$ cat config.mk
export PLATFORM = sky130hd
export DESIGN_NAME = pd_tx_retry_engine
export DESIGN_NICKNAME = d
export VERILOG_FILES = /design/src/rtl/pd_tx_retry_engine.sv
export SDC_FILE = /design/constraint.sdc
export NUM_CORES = 1
export LEC_CHECK = 0
export CORE_ASPECT_RATIO = 0.7
export CORE_MARGIN = 4
export CORE_UTILIZATION = 40
export CTS_CLUSTER_SIZE = 25
export DETAILED_ROUTE_END_ITERATION = 7
export PLACE_DENSITY = 0.7
export SETUP_SLACK_MARGIN = 0.15
export SYNTH_ARGS = -nofsm -noshare
export SYNTH_HDL_FRONTEND = slang
export SYNTH_SLANG_ARGS = --single-unit
$ cat constraint.sdc
create_clock -name Clock -period 2.9 [get_ports Clock]
set_input_delay 0.725 -clock Clock [delete_from_list [all_inputs] [get_ports Clock]]
set_output_delay 0.725 -clock Clock [all_outputs]
set_load 0.1 [all_outputs]
$ cat src/rtl/pd_tx_retry_engine.sv
`default_nettype none
// pd_tx_retry_engine: USB-PD transmit controller that frames a request for the PHY,
// waits for a matching GoodCRC under a timeout and retries up to nRetryCount times.
module pd_tx_retry_engine #(
  parameter int N_DO        = 7,
  parameter int CRC_TIMEOUT = 3,
  parameter int RC_W        = 3
) (
  input  logic                   Clock,
  input  logic                   Reset,
  input  logic                   TRANSMIT_VALID,
  input  logic [15:0]            TRANSMIT,
  input  logic [7:0]             TRANSMIT_HEADER_LOW,
  input  logic [7:0]             TRANSMIT_HEADER_HIGH,
  input  logic [32*N_DO-1:0]     TRANSMIT_DATA_OBJECTS,
  input  logic [RC_W-1:0]        nRetryCount,
  input  logic                   TX_ENABLE,
  input  logic                   MessageSentToPhy,
  input  logic                   GoodCRCResponse,
  input  logic [2:0]             RX_GOODCRC_MSG_ID,
  input  logic [2:0]             RX_BUF_FRAME_TYPE,
  input  logic                   RxMessageDiscard,
  output logic                   TX_REQUEST,
  output logic [16+32*N_DO-1:0]  TRANSMIT_DATA_OUTPUT,
  output logic                   TX_BUSY,
  output logic                   Alert_MessageSuccessful,
  output logic                   Alert_MessageFailed,
  output logic                   Alert_MessageDiscarded
);

  localparam int FW = 16 + 32 * N_DO;
  localparam int TW = (CRC_TIMEOUT > 1) ? $clog2(CRC_TIMEOUT) : 1;

  typedef enum logic [3:0] {
    S_IDLE        = 4'd0,
    S_LOAD        = 4'd1,
    S_SEND        = 4'd2,
    S_WAIT_CRC    = 4'd3,
    S_MATCH       = 4'd4,
    S_CHECK_RETRY = 4'd5,
    S_SUCCESS     = 4'd6,
    S_FAIL        = 4'd7,
    S_DISCARD     = 4'd8
  } state_t;

  state_t          state, state_nx;
  logic [2:0]      sop, msg_id;
  logic [FW-1:0]   frame;
  logic [RC_W-1:0] retry_cnt, cnt_inc;
  logic [TW-1:0]   timer;
  logic            accept, hard_reset, discard;
  logic            unused_bits;

  assign unused_bits = ^TRANSMIT[15:3];
  assign accept      = TRANSMIT_VALID && (TRANSMIT[2:0] <= 3'd5);
  assign hard_reset  = (sop == 3'd5);
  // Hard reset has no GoodCRC handshake, so an incoming message cannot cancel it.
  assign discard     = RxMessageDiscard && !hard_reset;
  assign cnt_inc     = (retry_cnt == {RC_W{1'b1}}) ? retry_cnt : retry_cnt + 1'b1;

  always_comb begin
    state_nx = state;
    case (state)
      S_IDLE:        if (accept) state_nx = S_LOAD;
      S_LOAD:        state_nx = S_SEND;
      S_SEND: begin
        if (discard)               state_nx = S_DISCARD;
        else if (MessageSentToPhy) state_nx = hard_reset ? S_SUCCESS : S_WAIT_CRC;
      end
      S_WAIT_CRC: begin
        if (discard)                              state_nx = S_DISCARD;
        else if (GoodCRCResponse)                 state_nx = S_MATCH;
        else if (timer == TW'(CRC_TIMEOUT - 1))   state_nx = S_CHECK_RETRY;
      end
      S_MATCH: begin
        if (RX_GOODCRC_MSG_ID == msg_id && RX_BUF_FRAME_TYPE == sop) state_nx = S_SUCCESS;
        else                                                          state_nx = S_CHECK_RETRY;
      end
      S_CHECK_RETRY: begin
        if (discard)                    state_nx = S_DISCARD;
        else if (!TX_ENABLE)            state_nx = S_FAIL;
        else if (cnt_inc > nRetryCount) state_nx = S_FAIL;
        else                            state_nx = S_LOAD;
      end
      S_SUCCESS, S_FAIL, S_DISCARD: state_nx = S_IDLE;
      default:                      state_nx = S_IDLE;
    endcase
  end

  always_ff @(posedge Clock) begin
    if (Reset) begin
      state                   <= S_IDLE;
      sop                     <= 3'd0;
      msg_id                  <= 3'd0;
      frame                   <= '0;
      retry_cnt               <= '0;
      timer                   <= '0;
      TX_REQUEST              <= 1'b0;
      TX_BUSY                 <= 1'b0;
      TRANSMIT_DATA_OUTPUT    <= '0;
      Alert_MessageSuccessful <= 1'b0;
      Alert_MessageFailed     <= 1'b0;
      Alert_MessageDiscarded  <= 1'b0;
    end else begin
      state <= state_nx;
      // Outputs are decoded from the next state so they line up with the state register.
      TX_REQUEST              <= (state_nx == S_SEND);
      TX_BUSY                 <= (state_nx != S_IDLE);
      Alert_MessageSuccessful <= (state_nx == S_SUCCESS);
      Alert_MessageFailed     <= (state_nx == S_FAIL);
      Alert_MessageDiscarded  <= (state_nx == S_DISCARD);

      if (state == S_IDLE && accept) begin
        sop       <= TRANSMIT[2:0];
        msg_id    <= TRANSMIT_HEADER_HIGH[3:1];
        frame     <= {TRANSMIT_HEADER_HIGH, TRANSMIT_HEADER_LOW, TRANSMIT_DATA_OBJECTS};
        retry_cnt <= '0;
      end

      if (state == S_LOAD) TRANSMIT_DATA_OUTPUT <= frame;

      if (state == S_SEND)          timer <= '0;
      else if (state == S_WAIT_CRC) timer <= timer + 1'b1;

      if (state == S_CHECK_RETRY && TX_ENABLE && !discard) retry_cnt <= cnt_inc;
    end
  end

endmodule
`default_nettype wire

==> Implementation_results.wiki <==
{| class="wikitable"
! Metric !! Value
|-
| Outcome || finished clean
|-
| Number of flops mapped to enable cells by yosys || 0
|-
| Seq/Total Area, Yosys || 57.4%
|-
| Wire length of the first global-routing pass || 83000 µm
|-
| Peak VDD IR || roughly 0.44 mV
|-
| Placed cell count || 3102
|-
| TritonCTS Sinks || a little under 500
|-
| Initial standard-cell utilization of the core || roughly 40%
|-
| CTS Hold Bufs || 0
|-
| Static leakage || 0.00896 µW
|-
| Post-CTS setup buffer count || 0
|-
| Area leader, netlist || sky130_fd_sc_hd__dfxtp_1
|-
| GR Overflow Total || 0
|-
| Yosys synthesis warning count || 0
|-
| Data required time at the worst endpoint || 3.31 ns
|-
| Largest cells by area after synthesis || sky130_fd_sc_hd__dfxtp_1 57%, sky130_fd_sc_hd__nand2_1 21%, sky130_fd_sc_hd__a21oi_1 14%, sky130_fd_sc_hd__clkbuf_1 2.1%, sky130_fd_sc_hd__buf_2 1.6%
|-
| Initial DRC count || 1054
|-
| Overall die width || 257 µm
|-
| Top cells by count, synth || 974 x sky130_fd_sc_hd__nand2_1, 497 x sky130_fd_sc_hd__dfxtp_1, 485 x sky130_fd_sc_hd__a21oi_1
|-
| WL per Instance || approximately 17 µm
|-
| Total count of hold-check failures in the final report || 0
|-
| Most instantiated flip-flop cell in the synthesis netlist || sky130_fd_sc_hd__dfxtp_1
|-
| Root buffer cell || sky130_fd_sc_hd__clkbuf_16
|-
| Final setup viols || 0
|-
| Maximum fanout along the worst path || 5
|-
| Number of standard cells in the final layout excluding fillers || ~3200
|-
| CP Launch Type || flip-flop
|-
| End-of-flow core utilization || 55.7%
|-
| Placer congestion estimate || 0.823
|-
| Max Clock Freq || 410 MHz
|-
| HPWL reported at the end of detailed placement || approximately 36000 µm
|-
| # resized after CTS || 0
|-
| Largest clock skew in the final design || 0.00887 ns
|-
| Inserted Clock Buffers || 48
|-
| Final net count || 2877
|-
| Number of buffers between clock root and the deepest sink || 3
|-
| Count of final max-slew check failures || 0
|-
| Post-Synthesis Net Count || 2468
|-
| Io pins || about 520
|-
| # rows || between 60 and 70
|-
| Synth Cell Area || 17300 µm²
|-
| Crit path DAT || around 2.9 ns
|-
| Cells after synthesis || 2191
|-
| Post-synthesis async set-or-reset flop share || 0%
|-
| Core box area || 42600 µm²
|-
| Synthesized area per cell || 7.92 µm²
|-
| Number of search-and-repair iterations in the first detailed-routing pass || 6
|-
| Antenna violations before repair || 12
|-
| Cell with the most instances after synthesis || sky130_fd_sc_hd__nand2_1
|-
| Post-CTS clock slew at the launch and capture registers of the worst setup and hold paths || 0.06 ns
|-
| Largest net degree at the start of global routing || 151
|-
| Power density normalized to cell area || 659 nW/µm²
|-
| Final worst path period need || between 2 and 2.5 ns
|-
| Type of the tightest min-delay check || flip-flop to flip-flop
|-
| Aggregate global-route resource usage || 21.5%
|-
| Number of storage elements in the synthesis netlist || 497
|-
| Relative slew slack || between 40% and 50%
|-
| Number of max-cap violations || 0
|-
| Slew at the pin closest to its max-slew limit || 0.756 ns
|-
| Die Outline Area || around 47000 µm²
|-
| Kind of critical path || flip-flop to flip-flop
|-
| Count of input and output buffers || 503
|-
| Ratio of cells with drive above 1 in the final layout || 13.7%
|-
| Crit path capture type || flip-flop
|-
| Antenna Violating Nets Remaining || 0
|-
| Area delta synth->final || 36.7%
|-
| Total Negative Setup Slacks || 0 ns
|-
| Count of fill cells added during filler insertion || between 3000 and 4000
|-
| TritonCTS clock tree || yes
|-
| Source-to-sink clock delay at the later pin of the worst-skew pair || 0.55 ns
|-
| # H-tree levels || 2
|-
| Chip Height || 182 µm
|-
| Number of distinct library cells after synthesis || 42
|-
| Final worst path period share || 84.2%
|-
| Total number of vias || 15800
|-
| Routed WL || between 50000 and 60000 µm
|-
| RSZ-0062 raised after global routing || false
|-
| Final routed DRC violation total || 0
|-
| Average vias per placed instance || just under 5
|-
| Via count of the first global-routing pass || 15200
|-
| Fraction of synthesized cell area taken by the top area cell type || 57.4%
|}
layout make-up:
type,count,area (µm²),area share [%]
Inverter,6,22.5,0.0950
Multi-Input combinational cell,1525,6660,28.1
Clock inverter,12,140,0.591
Antenna cell,7,17.5,0.0739
Tap cell,552,691,2.91
Sequential cell,497,9950,42.0
Clock buffer,75,1460,6.17
Timing Repair Buffer,522,4770,20.1
cells by family (layout without fill, tap and decap cells):
| group | count (synthesis) | count (layout) | share of synthesized area (%) |
|---|---|---|---|
| AND/OR/NAND/NOR | 1012 | 1012 | 22.8 |
| flip-flops | 497 | 497 | 57.4 |
| AO/OA/AOI/OAI | 496 | 496 | 14.6 |
| buffers and inverters | 169 | 615 | 4.29 |
| XOR/XNOR | 7 | 7 | 0.353 |
| adder cells (fa/ha/maj) | 5 | 5 | 0.361 |
| multiplexers | 5 | 5 | 0.310 |
| other | 0 | 7 | 0 |
cells in the final DEF, fill, tap and decap left out, types with 2 or more instances in the layout:
cell and count:
sky130_fd_sc_hd__clkinvlp_4 2, sky130_fd_sc_hd__ha_1 5, sky130_fd_sc_hd__a31oi_1 2, sky130_fd_sc_hd__clkbuf_16 49, sky130_fd_sc_hd__dfxtp_1 497, sky130_fd_sc_hd__diode_2 7, sky130_fd_sc_hd__mux2_2 3, sky130_fd_sc_hd__nand3_1 3
sky130_fd_sc_hd__xnor2_1 7, sky130_fd_sc_hd__inv_1 6, sky130_fd_sc_hd__buf_4 248, sky130_fd_sc_hd__clkinv_2 7, sky130_fd_sc_hd__clkbuf_1 12, sky130_fd_sc_hd__mux2i_1 2, sky130_fd_sc_hd__bufinv_16 3, sky130_fd_sc_hd__or2_2 2
sky130_fd_sc_hd__clkbuf_8 14, sky130_fd_sc_hd__nor2_1 11, sky130_fd_sc_hd__nand2_1 973, sky130_fd_sc_hd__and3_1 2, sky130_fd_sc_hd__clkdlybuf4s50_1 257, sky130_fd_sc_hd__o21ai_0 4, sky130_fd_sc_hd__buf_12 16, sky130_fd_sc_hd__nand4_1 2
sky130_fd_sc_hd__a21oi_1 485, sky130_fd_sc_hd__nor4b_2 2
routing by layer:
| metal | vias to the layer above | wire length (µm) | track usage [%] |
|---|---|---|---|
| met1 | 7399 | 22000 | 26.6 |
| met2 | 470 | 25900 | 36.8 |
| met3 | 92 | 3850 | 6.30 |
| li1 | 7869 | - | - |
| met4 | 10 | 1440 | 6.24 |
| met5 | - | 81 | 0 |
through the flow:
| step | setup WS (ns) | power, µW | hold WS, ns | instance area [µm²] |
|---|---|---|---|---|
| floorplan | 0.695 | 8710 | 0.432 | 17300 |
| global placement | 0.293 | 9450 | 0.435 | 22100 |
| detailed placement | 0.277 | 9490 | 0.441 | 22100 |
| CTS | 0.461 | 15800 | 0.447 | 23700 |
| global route | 0.315 | 16300 | 0.464 | 23700 |
| finish | 0.459 | 15600 | 0.444 | 23700 |
power breakdown:
part / switching [µW] / internal (µW) / total [µW] / leakage [µW]
logic: 1340 / 683 / 2030 / 0.00413
registers: 163 / 7140 / 7300 / 0.00404
clock network: 2580 / 3730 / 6310 / 0.000789
total: 4090 / 11500 / 15600 / 0.00896
worst max-delay path, stage by stage (launching register included):
cell,delay (ns)
sky130_fd_sc_hd__dfxtp_1,0.34
sky130_fd_sc_hd__ha_1,0.24
sky130_fd_sc_hd__nand2_1,0.13
sky130_fd_sc_hd__mux2_2,0.37
sky130_fd_sc_hd__ha_1,0.29
sky130_fd_sc_hd__and3_1,0.14
sky130_fd_sc_hd__o21ai_0,0.08
sky130_fd_sc_hd__and3_4,0.21
sky130_fd_sc_hd__nor4_4,0.38
sky130_fd_sc_hd__a31oi_1,0.13
sequential cells by signal (all words and copies together) (netlist names):
signal,count
timer,2
state,4
Alert_MessageFailed,1
TX_BUSY,1
sop,3
TRANSMIT_DATA_OUTPUT,240
Alert_MessageSuccessful,1
TX_REQUEST,1
retry_cnt,3
frame,238
msg_id,2
Alert_MessageDiscarded,1
path summary, 6_finish.rpt:
check | startpoint | endpoint | slack (ns) | cells after the start
setup reg to reg | retry_cnt[0] | TX_BUSY | 0.46 | 9
setup / recovery | retry_cnt[0] | TX_BUSY | 0.46 | 9
hold / removal | frame[96] | TRANSMIT_DATA_OUTPUT[96] | 0.44 | 2
hold reg to reg | frame[96] | TRANSMIT_DATA_OUTPUT[96] | 0.44 | 2
(Power assumes the default switching activity.)
